==> src/rtl/fu_scheduler_if.sv <==
// Issue/CDB handshake bundle between the RS issue stage and the functional-unit scheduler.
// Unit index order everywhere: 0 ALU_1, 1 ALU_2, 2 ALU_3, 3 MULT_1, 4 MULT_2, 5 LS_1, 6 LS_2, 7 BRANCH.
interface fu_scheduler_if;
    logic            squash;
    logic [2:0]      issue_valid;
    logic [2:0][2:0] issue_fu;
    logic [7:0]      fu_ready;
    logic [7:0]      cdb_req;
    logic [7:0]      cdb_gnt;
    logic            issue_err;

    modport master (
        output squash, issue_valid, issue_fu,
        input  fu_ready, cdb_req, cdb_gnt, issue_err
    );

    modport slave (
        input  squash, issue_valid, issue_fu,
        output fu_ready, cdb_req, cdb_gnt, issue_err
    );
endinterface

==> src/rtl/fu_scheduler.sv <==
// Tracks occupancy and execution latency of the 8 functional units, arbitrates
// finished units onto the CDB and reports which units may be issued to.
module fu_scheduler #(
    parameter int ALU_LAT  = 1,
    parameter int MULT_LAT = 4,
    parameter int LS_LAT   = 2,
    parameter int BR_LAT   = 1,
    parameter int CDB_W    = 3
) (
    input logic           clock,
    input logic           reset,
    fu_scheduler_if.slave fuIf
);
    localparam int MAX_LAT_AM = (ALU_LAT > MULT_LAT) ? ALU_LAT : MULT_LAT;
    localparam int MAX_LAT_LB = (LS_LAT > BR_LAT) ? LS_LAT : BR_LAT;
    localparam int MAX_LAT    = (MAX_LAT_AM > MAX_LAT_LB) ? MAX_LAT_AM : MAX_LAT_LB;
    localparam int CW         = $clog2(MAX_LAT) + 1;

    typedef enum logic [1:0] {
        IDLE,
        EXEC,
        DONE
    } unitState_e;

    unitState_e    state_q [8];
    unitState_e    state_d [8];
    logic [CW-1:0] cnt_q   [8];
    logic [CW-1:0] cnt_d   [8];
    logic [1:0]    hits    [8];
    logic [7:0]    ready_q, ready_d;
    logic [7:0]    req_q, req_d;
    logic [7:0]    gnt;
    logic          issueErr_q, issueErr_d;

    function automatic int latOf(input int u);
        if (u < 3) return ALU_LAT;
        if (u < 5) return MULT_LAT;
        if (u < 7) return LS_LAT;
        return BR_LAT;
    endfunction

    // Number of issue slots aimed at each unit this cycle.
    always_comb begin
        for (int u = 0; u < 8; u++) begin
            hits[u] = 2'd0;
            for (int s = 0; s < 3; s++) begin
                if (fuIf.issue_valid[s] && (fuIf.issue_fu[s] == 3'(u))) begin
                    hits[u] = hits[u] + 2'd1;
                end
            end
        end
    end

    // Priority walk starts at MULT_1 (index 3) and wraps, so the ALUs come last.
    always_comb begin
        int         grantCount;
        logic [2:0] idx;
        gnt        = '0;
        grantCount = 0;
        for (int k = 0; k < 8; k++) begin
            idx = 3'(k + 3);
            if (req_q[idx] && (grantCount < CDB_W)) begin
                gnt[idx]   = 1'b1;
                grantCount = grantCount + 1;
            end
        end
    end

    always_comb begin
        issueErr_d = issueErr_q;
        for (int u = 0; u < 8; u++) begin
            state_d[u] = state_q[u];
            cnt_d[u]   = cnt_q[u];
            if ((hits[u] > 2'd1) || ((hits[u] != 2'd0) && (state_q[u] != IDLE))) begin
                issueErr_d = 1'b1;
            end
            if (fuIf.squash) begin
                state_d[u] = IDLE;
                cnt_d[u]   = '0;
            end else begin
                unique case (state_q[u])
                    IDLE: begin
                        if (hits[u] != 2'd0) begin
                            if (latOf(u) == 1) begin
                                state_d[u] = DONE;
                                cnt_d[u]   = '0;
                            end else begin
                                state_d[u] = EXEC;
                                cnt_d[u]   = CW'(latOf(u) - 1);
                            end
                        end
                    end
                    EXEC: begin
                        // The edge that takes the counter to zero also enters DONE.
                        if (cnt_q[u] <= CW'(1)) begin
                            state_d[u] = DONE;
                            cnt_d[u]   = '0;
                        end else begin
                            cnt_d[u] = cnt_q[u] - CW'(1);
                        end
                    end
                    DONE: begin
                        if (gnt[u]) state_d[u] = IDLE;
                    end
                    default: begin
                        state_d[u] = IDLE;
                        cnt_d[u]   = '0;
                    end
                endcase
            end
            ready_d[u] = (state_d[u] == IDLE);
            req_d[u]   = (state_d[u] == DONE);
        end
    end

    always_ff @(posedge clock) begin
        if (reset) begin
            for (int u = 0; u < 8; u++) begin
                state_q[u] <= IDLE;
                cnt_q[u]   <= '0;
            end
            ready_q    <= '1;
            req_q      <= '0;
            issueErr_q <= 1'b0;
        end else begin
            for (int u = 0; u < 8; u++) begin
                state_q[u] <= state_d[u];
                cnt_q[u]   <= cnt_d[u];
            end
            ready_q    <= ready_d;
            req_q      <= req_d;
            issueErr_q <= issueErr_d;
        end
    end

    assign fuIf.fu_ready  = ready_q;
    assign fuIf.cdb_req   = req_q;
    assign fuIf.cdb_gnt   = gnt;
    assign fuIf.issue_err = issueErr_q;
endmodule

==> src/flat_wrapper.sv <==
// flat-port wrapper written by rule: the top's interface ports become plain ports
module fu_scheduler_flat 
#(
    parameter int ALU_LAT  = 1,
    parameter int MULT_LAT = 4,
    parameter int LS_LAT   = 2,
    parameter int BR_LAT   = 1,
    parameter int CDB_W    = 3
)
  (clock, reset, fuIf_squash, fuIf_issue_valid, fuIf_issue_fu, fuIf_fu_ready, fuIf_cdb_req, fuIf_cdb_gnt, fuIf_issue_err);
  fu_scheduler_if fuIf_i ();
  input logic clock;
  input logic reset;
  input wire logic [$bits(fuIf_i.squash)-1:0] fuIf_squash;
  input wire logic [$bits(fuIf_i.issue_valid)-1:0] fuIf_issue_valid;
  input wire logic [$bits(fuIf_i.issue_fu)-1:0] fuIf_issue_fu;
  output wire logic [$bits(fuIf_i.fu_ready)-1:0] fuIf_fu_ready;
  output wire logic [$bits(fuIf_i.cdb_req)-1:0] fuIf_cdb_req;
  output wire logic [$bits(fuIf_i.cdb_gnt)-1:0] fuIf_cdb_gnt;
  output wire logic [$bits(fuIf_i.issue_err)-1:0] fuIf_issue_err;
  assign fuIf_i.squash = fuIf_squash;
  assign fuIf_i.issue_valid = fuIf_issue_valid;
  assign fuIf_i.issue_fu = fuIf_issue_fu;
  assign fuIf_fu_ready = fuIf_i.fu_ready;
  assign fuIf_cdb_req = fuIf_i.cdb_req;
  assign fuIf_cdb_gnt = fuIf_i.cdb_gnt;
  assign fuIf_issue_err = fuIf_i.issue_err;
  fu_scheduler #(.ALU_LAT(ALU_LAT), .MULT_LAT(MULT_LAT), .LS_LAT(LS_LAT), .BR_LAT(BR_LAT), .CDB_W(CDB_W)) u_core (.clock(clock), .reset(reset), .fuIf(fuIf_i));
endmodule
==> config.mk <==
export PLATFORM = sky130hd
export DESIGN_NAME = fu_scheduler_flat
export DESIGN_NICKNAME = d
export VERILOG_FILES = /design/src/rtl/fu_scheduler_if.sv /design/src/rtl/fu_scheduler.sv /design/src/flat_wrapper.sv
export SDC_FILE = /design/constraint.sdc
export NUM_CORES = 1
export LEC_CHECK = 0
export CORE_MARGIN = 10
export CORE_UTILIZATION = 57
export CTS_CLUSTER_SIZE = 24
export DETAILED_ROUTE_END_ITERATION = 10
export PLACE_DENSITY = 0.84
export RECOVER_POWER = 50
export SLEW_MARGIN = 20
export SYNTH_ARGS = -nofsm -noshare
export SYNTH_HDL_FRONTEND = slang
export SYNTH_SLANG_ARGS = --single-unit
==> constraint.sdc <==
create_clock -name clock -period 6.9 [get_ports clock]
set_clock_uncertainty 0.15 [all_clocks]
set_input_delay 1.035 -clock clock [delete_from_list [all_inputs] [get_ports clock]]
set_output_delay 1.035 -clock clock [all_outputs]
set_load 0.005 [all_outputs]
# After elaboration in Yosys (flattened, before gate mapping)
# Memories as Yosys holds them, arrays and structs flattened.
# Index checks and enable logic that the tools add are counted.
# classes
n_addsub	37
magnitude_cmp	23
n_eq_ne	52
n_mux	358
bitwise_logic	16
reduce_logical	83
# op_table
cell	count
32-bit two-way mux	35
3-bit two-way mux	75
32-bit by 2-bit == test with 1-bit output, second input constant	7
32-bit by 3-bit < comparator with 1-bit output, second input constant	6
32-bit by 2-bit adder with 32-bit output, second input constant	5
1-bit two-way mux	155
2-bit two-way mux	77
3-bit case mux with 3 select lines	8
2-bit case mux with 3 select lines	8
1-bit logical AND	39
3-bit == test, second input constant	12
2-bit == test, second input constant	16
2-bit zero test	16
2-bit nonzero test	16
3-bit by 1-bit less-or-equal comparator with 1-bit output, second input constant	8
3-bit by 1-bit subtractor with 3-bit output, second input constant	8
3-bit by 2-bit subtractor with 3-bit output, second input constant	7
1-bit by 1-bit adder with 2-bit output, second input constant	9
3-bit by 2-bit == test with 1-bit output, second input constant	6
2-bit by 1-bit adder with 2-bit output, second input constant	8
2-bit by 1-bit == test with 1-bit output, second input constant	8
2-bit by 1-bit > comparator with 1-bit output, second input constant	8
1-bit bitwise OR	16
3-bit by 1-bit == test with 1-bit output, second input constant	3
4 further kinds	13
# word_totals
reg_bits	17
ram_bits	40
input_bits	15
output_inout_bits	25
elab_cells	574
mem_count	2
# mem_list
name	words	word_bits	read_ports	rd_ports_with_merged_regs	write_ports	line_no	text
u_core.cnt_q	8	3	8	0	8	fu_scheduler.sv:27	logic [CW-1:0] cnt_q [8];
u_core.state_q	8	2	8	0	8	fu_scheduler.sv:25	unitState_e state_q [8];

# Longest topological paths before layout
# Gate-level depths: netlist of run 1.
# logic_depth
word_depth	55
ltp_mapped	27
depth_no_buf	27

# Worst setup path after synthesis of run 1
# No wires, ideal clock.
# synth_timing
kind	register -> output
start	register u_core.req_q[3], in the netlist u_core.fuIf.cdb_req[3]
end	output fuIf_cdb_gnt[2]
arrival_time_ns	4.387
required_time_ns	5.715
setup_slack_ns	1.328
stages_incl_launch_ff	26
n_path_buf	0
path_cell_list	dfxtp_1 -> inv_1 -> fa_1 -> inv_1 -> ha_1 -> inv_1 -> ha_1 -> nand2_1 -> inv_2 -> a221oi_1 -> nor2_1 -> ha_1 -> nor2b_4 -> mux2i_2 -> xnor2_4 -> ha_1 -> nand3b_1 -> inv_1 -> nor2_1 -> nor2_1 -> ha_1 -> nand3b_1 -> inv_1 -> nand3_1 -> mux2i_1 -> nor4_1
# synth_between
elab_chain_cells	22
word_cells_on_any_way	28
classes_between	add/sub: 6; order compare: 7; mux: 8; reduce/logical: 7
# synth_lines
item	line_no	text
start: declaration	fu_scheduler.sv:31	logic [7:0] req_q, req_d;
start signal: assignment	fu_scheduler.sv:131	req_q <= req_d;
1-bit two-way mux *	fu_scheduler.sv:62	if (req_q[idx] && (grantCount < CDB_W)) begin
1-bit by 2-bit < comparator with 1-bit output	fu_scheduler.sv:62	
1-bit logical AND	fu_scheduler.sv:62	
32-bit two-way mux *	fu_scheduler.sv:62	
32-bit by 3-bit < comparator with 1-bit output	fu_scheduler.sv:62	
1-bit logical AND	fu_scheduler.sv:62	
32-bit two-way mux *	fu_scheduler.sv:62	
32-bit by 3-bit < comparator with 1-bit output	fu_scheduler.sv:62	
[6 not listed]	--	
1-bit logical AND	fu_scheduler.sv:62	
32-bit two-way mux *	fu_scheduler.sv:62	
32-bit by 3-bit < comparator with 1-bit output	fu_scheduler.sv:62	
1-bit logical AND	fu_scheduler.sv:62	
32-bit two-way mux *	fu_scheduler.sv:62	
32-bit by 3-bit < comparator with 1-bit output *	fu_scheduler.sv:62	
1-bit logical AND *	fu_scheduler.sv:62	
1-bit two-way mux *	fu_scheduler.sv:62	
end: declaration	flat_wrapper.sv:19	output wire logic [$bits(fuIf_i.cdb_gnt)-1:0] fuIf_cdb_gnt;
# Mark *: on every way between the ends. The rest lies on a longest branch, timed or not.

# Worst setup path after layout of run 1
# layout_timing
start	register u_core.req_q[5], in the netlist u_core.fuIf.cdb_req[5]
end	output fuIf_cdb_gnt[2]
# layout_between
elab_chain_cells	17
word_cells_on_any_way	21
classes_between	add/sub: 4; order compare: 5; mux: 6; reduce/logical: 6
# layout_lines
item	line_no
1-bit logical AND *	fu_scheduler.sv:62
32-bit two-way mux *	fu_scheduler.sv:62
32-bit by 3-bit < comparator with 1-bit output	fu_scheduler.sv:62
1-bit logical AND	fu_scheduler.sv:62
32-bit two-way mux *	fu_scheduler.sv:62
32-bit by 3-bit < comparator with 1-bit output	fu_scheduler.sv:62
1-bit logical AND	fu_scheduler.sv:62
32-bit two-way mux *	fu_scheduler.sv:62
32-bit by 3-bit < comparator with 1-bit output	fu_scheduler.sv:62
1-bit logical AND	fu_scheduler.sv:62
32-bit two-way mux *	fu_scheduler.sv:62
32-bit by 3-bit < comparator with 1-bit output	fu_scheduler.sv:62
1-bit logical AND	fu_scheduler.sv:62
32-bit two-way mux *	fu_scheduler.sv:62
32-bit by 3-bit < comparator with 1-bit output *	fu_scheduler.sv:62
1-bit logical AND *	fu_scheduler.sv:62
1-bit two-way mux *	fu_scheduler.sv:62
# Marks and branches as above.

==> reports/metrics.cfg, run 1 <==
[synthesis]
synth.avg_cell_area_um2 = 8.18
yosys-top-cells-area = dfxtp_1 31%, ha_1 13%, nor2_1 8.1%, inv_1 5.3%, fa_1 4.9%
syn_area_um2 = 3640
ys_seq_area_frac = 0.313
synth-main-ff-cell = dfxtp_1
synth_cell_type_count = 58
synth_common_cells = 79 x nor2_1, 57 x dfxtp_1, 51 x inv_1
async_flop_share = 0
yosysMostFrequentCell = nor2_1
synth_nets = 507
synth_area_leader_cell = dfxtp_1
ys_ff_latch = 57
synth_edf_count = 0
yosysWarnings = 0
netlist_instances = 445
synth_top_area_share = 0.313

[detailed_routing]
num_vias = 3176
first_iter_violations = 208
wire_per_inst_um = 13.9
drc = 0
drt_first_pass_iters = 4
viasPerCell = 5.55
wl_mm = 7.93
ant_nets = 0

[placement]
dp_hpwl_mm = 6.08
place_area_um2 = 4100
numPortBuffers = 39
routabilityCongestion = 0.918

[finish]
final_design_area_no_fill_um2 = 4300
area_delta_synth_final_pct = 18.0
antenna_cells = 0
final_net_count = 553
drive_above_1_share = 0.0768

[clocking]
cts_tree = built
clockBufferDepth = 2
h-tree-depth = 3
cts_sinks = 57
root_buffer = clkbuf_8
clk_latency_ns = 0.34
cts_buffers = 9
clkTransAtPathRegs_ns = 0.06

[sta]
min_period_over_period = 0.951
fin_setup_tns_ns = 0
worst_pin_slew_ns = 2.25
setup_viol = 0
hold_violations = 0
finalCriticalPeriod_ns = 6.56
slew_viol_final = 42
slew_headroom = -0.501
max_freq_mhz = 152
whs_ns = 0.317

[power_and_ir_drop]
leakage_nw = 1.88
powerDensity_nw_per_um2 = 165
ir_drop_mv = 0.134

[grt]
antenna_found_initial = 0
globalRouteOverflowTotal = 0
grt_max_degree = 42
grt_usage = 0.160
grt_pass1_vias = 3057
grt_pass1_wl_mm = 13.3

[setup_path]
cp-start-kind = flip-flop
critPathMaxFanout = 5
critical_path.top_delay_family = simple AND/OR/NAND/NOR gates
required_ns = 5.71
cp-end-kind = output port
path_cells = inv_1, fa_1, inv_2, ha_1, inv_1, ha_1, nand2_1, inv_2, a221oi_2, nor2_1, ha_1, nor2b_4, mux2i_4, xnor2_4, ha_1, nand3b_1, inv_2, nor2_1, nor2_1, ha_1, nand3b_1, and4_1, nor4_2, clkdlybuf4s50_1
crit_buf_inv = 6
crit_path_frequent_cell = ha_1
critical_path_class = reg -> out
critPathMaxStageDelay_ns = 0.53
arrival_ns = 5.38
worst_path_max_delay_cell = clkdlybuf4s50_1

[floorplanning]
die_y_um = 99.9
io_pins = 40
core-area_um2 = 6280
start_util = 0.580
chipWidth_um = 99.9
rows = 29
dieArea_um2 = 9990

[status]
status = complete, but fails checks
violations = capacitance limit, slew limit

[min_path]
hold_path.class = reg -> reg

[job]
cap_viol_max_count = 1

## logic make-up (layout without fill, tap and decap cells)
family	after synthesis	in the layout	share of synthesized area
adder cells (fa/ha/maj)	47	47	0.180
XOR/XNOR	4	4	0.0148
other	1	1	0.00103
AO/OA/AOI/OAI	94	94	0.162
buffers and inverters	59	109	0.0629
multiplexers	7	7	0.0203
flip-flops	57	57	0.313
AND/OR/NAND/NOR	176	176	0.246
## worst register-to-register path, stage by stage, from the launching register on
cell and delay [ns]:
dfxtp_1 0.40, inv_1 0.09, fa_1 0.49, inv_2 0.14
ha_1 0.16, inv_1 0.04, ha_1 0.20, nand2_1 0.11
inv_2 0.08, a221oi_2 0.25, nor2_1 0.10, ha_1 0.23
nor2b_4 0.16, mux2i_4 0.30, xnor2_4 0.12, ha_1 0.18
nand3b_1 0.27, inv_2 0.14, nor2_1 0.05, nor2_1 0.10
ha_1 0.16, nand3b_1 0.18, inv_1 0.10, nand3_1 0.09
mux2i_1 0.10, o41ai_2 0.48, a21oi_1 0.13
## cell type report
cell class | count | area, µm²
Fill cell | 535 | 1980
Clock buffer | 11 | 141
Multi-Input combinational cell | 329 | 2290
Sequential cell | 57 | 1140
Inverter | 52 | 195
Timing Repair Buffer | 42 | 409
Clock inverter | 4 | 20.0
Tap cell | 77 | 96.3
## report_power, final
group | internal, mW | switching (mW) | leakage, nW
Sequential | 0.338 | 0.00710 | 0.463
Combinational | 0.0478 | 0.0564 | 1.33
Clock | 0.135 | 0.127 | 0.0887
## state kept, by name (all words and copies together), names as in the netlist
signal / flops
u_core.cnt_q: 24
u_core.fuIf.fu_ready: 8
u_core.state_q: 16
u_core.fuIf.issue_err: 1
u_core.fuIf.cdb_req: 8
## repair_timing
| item | CTS | global route |
|---|---|---|
| resized for setup | 0 | 8 |
| endpoints found under the setup margin | 0 | 1 |
| setup buffers | 0 | 2 |
| hold buffers | 0 | 0 |
## per-layer routing
| layer | track usage | share of wire | up-vias |
|---|---|---|---|
| li1 | - | - | 1602 |
| met1 | 0.177 | 0.42 | 1489 |
| met2 | 0.274 | 0.50 | 69 |
| met3 | 0.0508 | 0.062 | 16 |
| met4 | 0.0695 | 0.023 | 0 |
| met5 | 0 | 0 | - |
## per-stage QoR
stage | power (mW) | std cells | utilization | worst slack (ns)
finish | 0.711 | 572 | 0.685 | 0.340
global route | 0.745 | 572 | 0.685 | -0.0609
CTS | 0.719 | 570 | 0.679 | 0.0310
detailed placement | 0.457 | 555 | 0.654 | 0.419
global placement | 0.453 | 555 | 0.654 | 0.689
floorplan | 0.417 | 445 | - | 1.33
## cell usage in the layout (no fill, tap or decap), types with 4 or more instances in the layout
cell | netlist | final
a211oi_1 | 4 | 4
a21oi_1 | 27 | 27
clkbuf_8 | 0 | 10
clkdlybuf4s50_1 | 0 | 16
clkinv_2 | 0 | 4
dfxtp_1 | 57 | 55
dlygate4sd3_1 | 0 | 23
fa_1 | 9 | 9
ha_1 | 38 | 38
inv_1 | 51 | 49
mux2i_1 | 6 | 6
nand2_1 | 21 | 21
nand2b_1 | 6 | 6
nand3_1 | 14 | 14
nand3b_1 | 6 | 6
nor2_1 | 79 | 79
nor2b_1 | 17 | 17
nor3_1 | 5 | 5
nor3b_1 | 4 | 4
o21ai_0 | 32 | 32
o21bai_1 | 4 | 4
o22ai_1 | 4 | 4
## worst paths after layout
check | start | to | slack, ns | cells after the start
max | u_core.fuIf.cdb_req[5] | fuIf_cdb_gnt[2] | 0.34 | 24
min | u_core.cnt_q[0][23] | u_core.cnt_q[0][23] | 0.32 | 1
max reg2reg | u_core.fuIf.cdb_req[5] | u_core.state_q[0][5] | 1.67 | 26
min reg2reg | u_core.cnt_q[0][23] | u_core.cnt_q[0][23] | 0.32 | 1
No activity file was read; power rests on OpenSTA's default activity.
==> inputs of run 2 (changes only) <==
- ABC_AREA: default -> 0
==> results of run 2 <==
No change in the layout: final DEF, timing and power equal those of run 1.
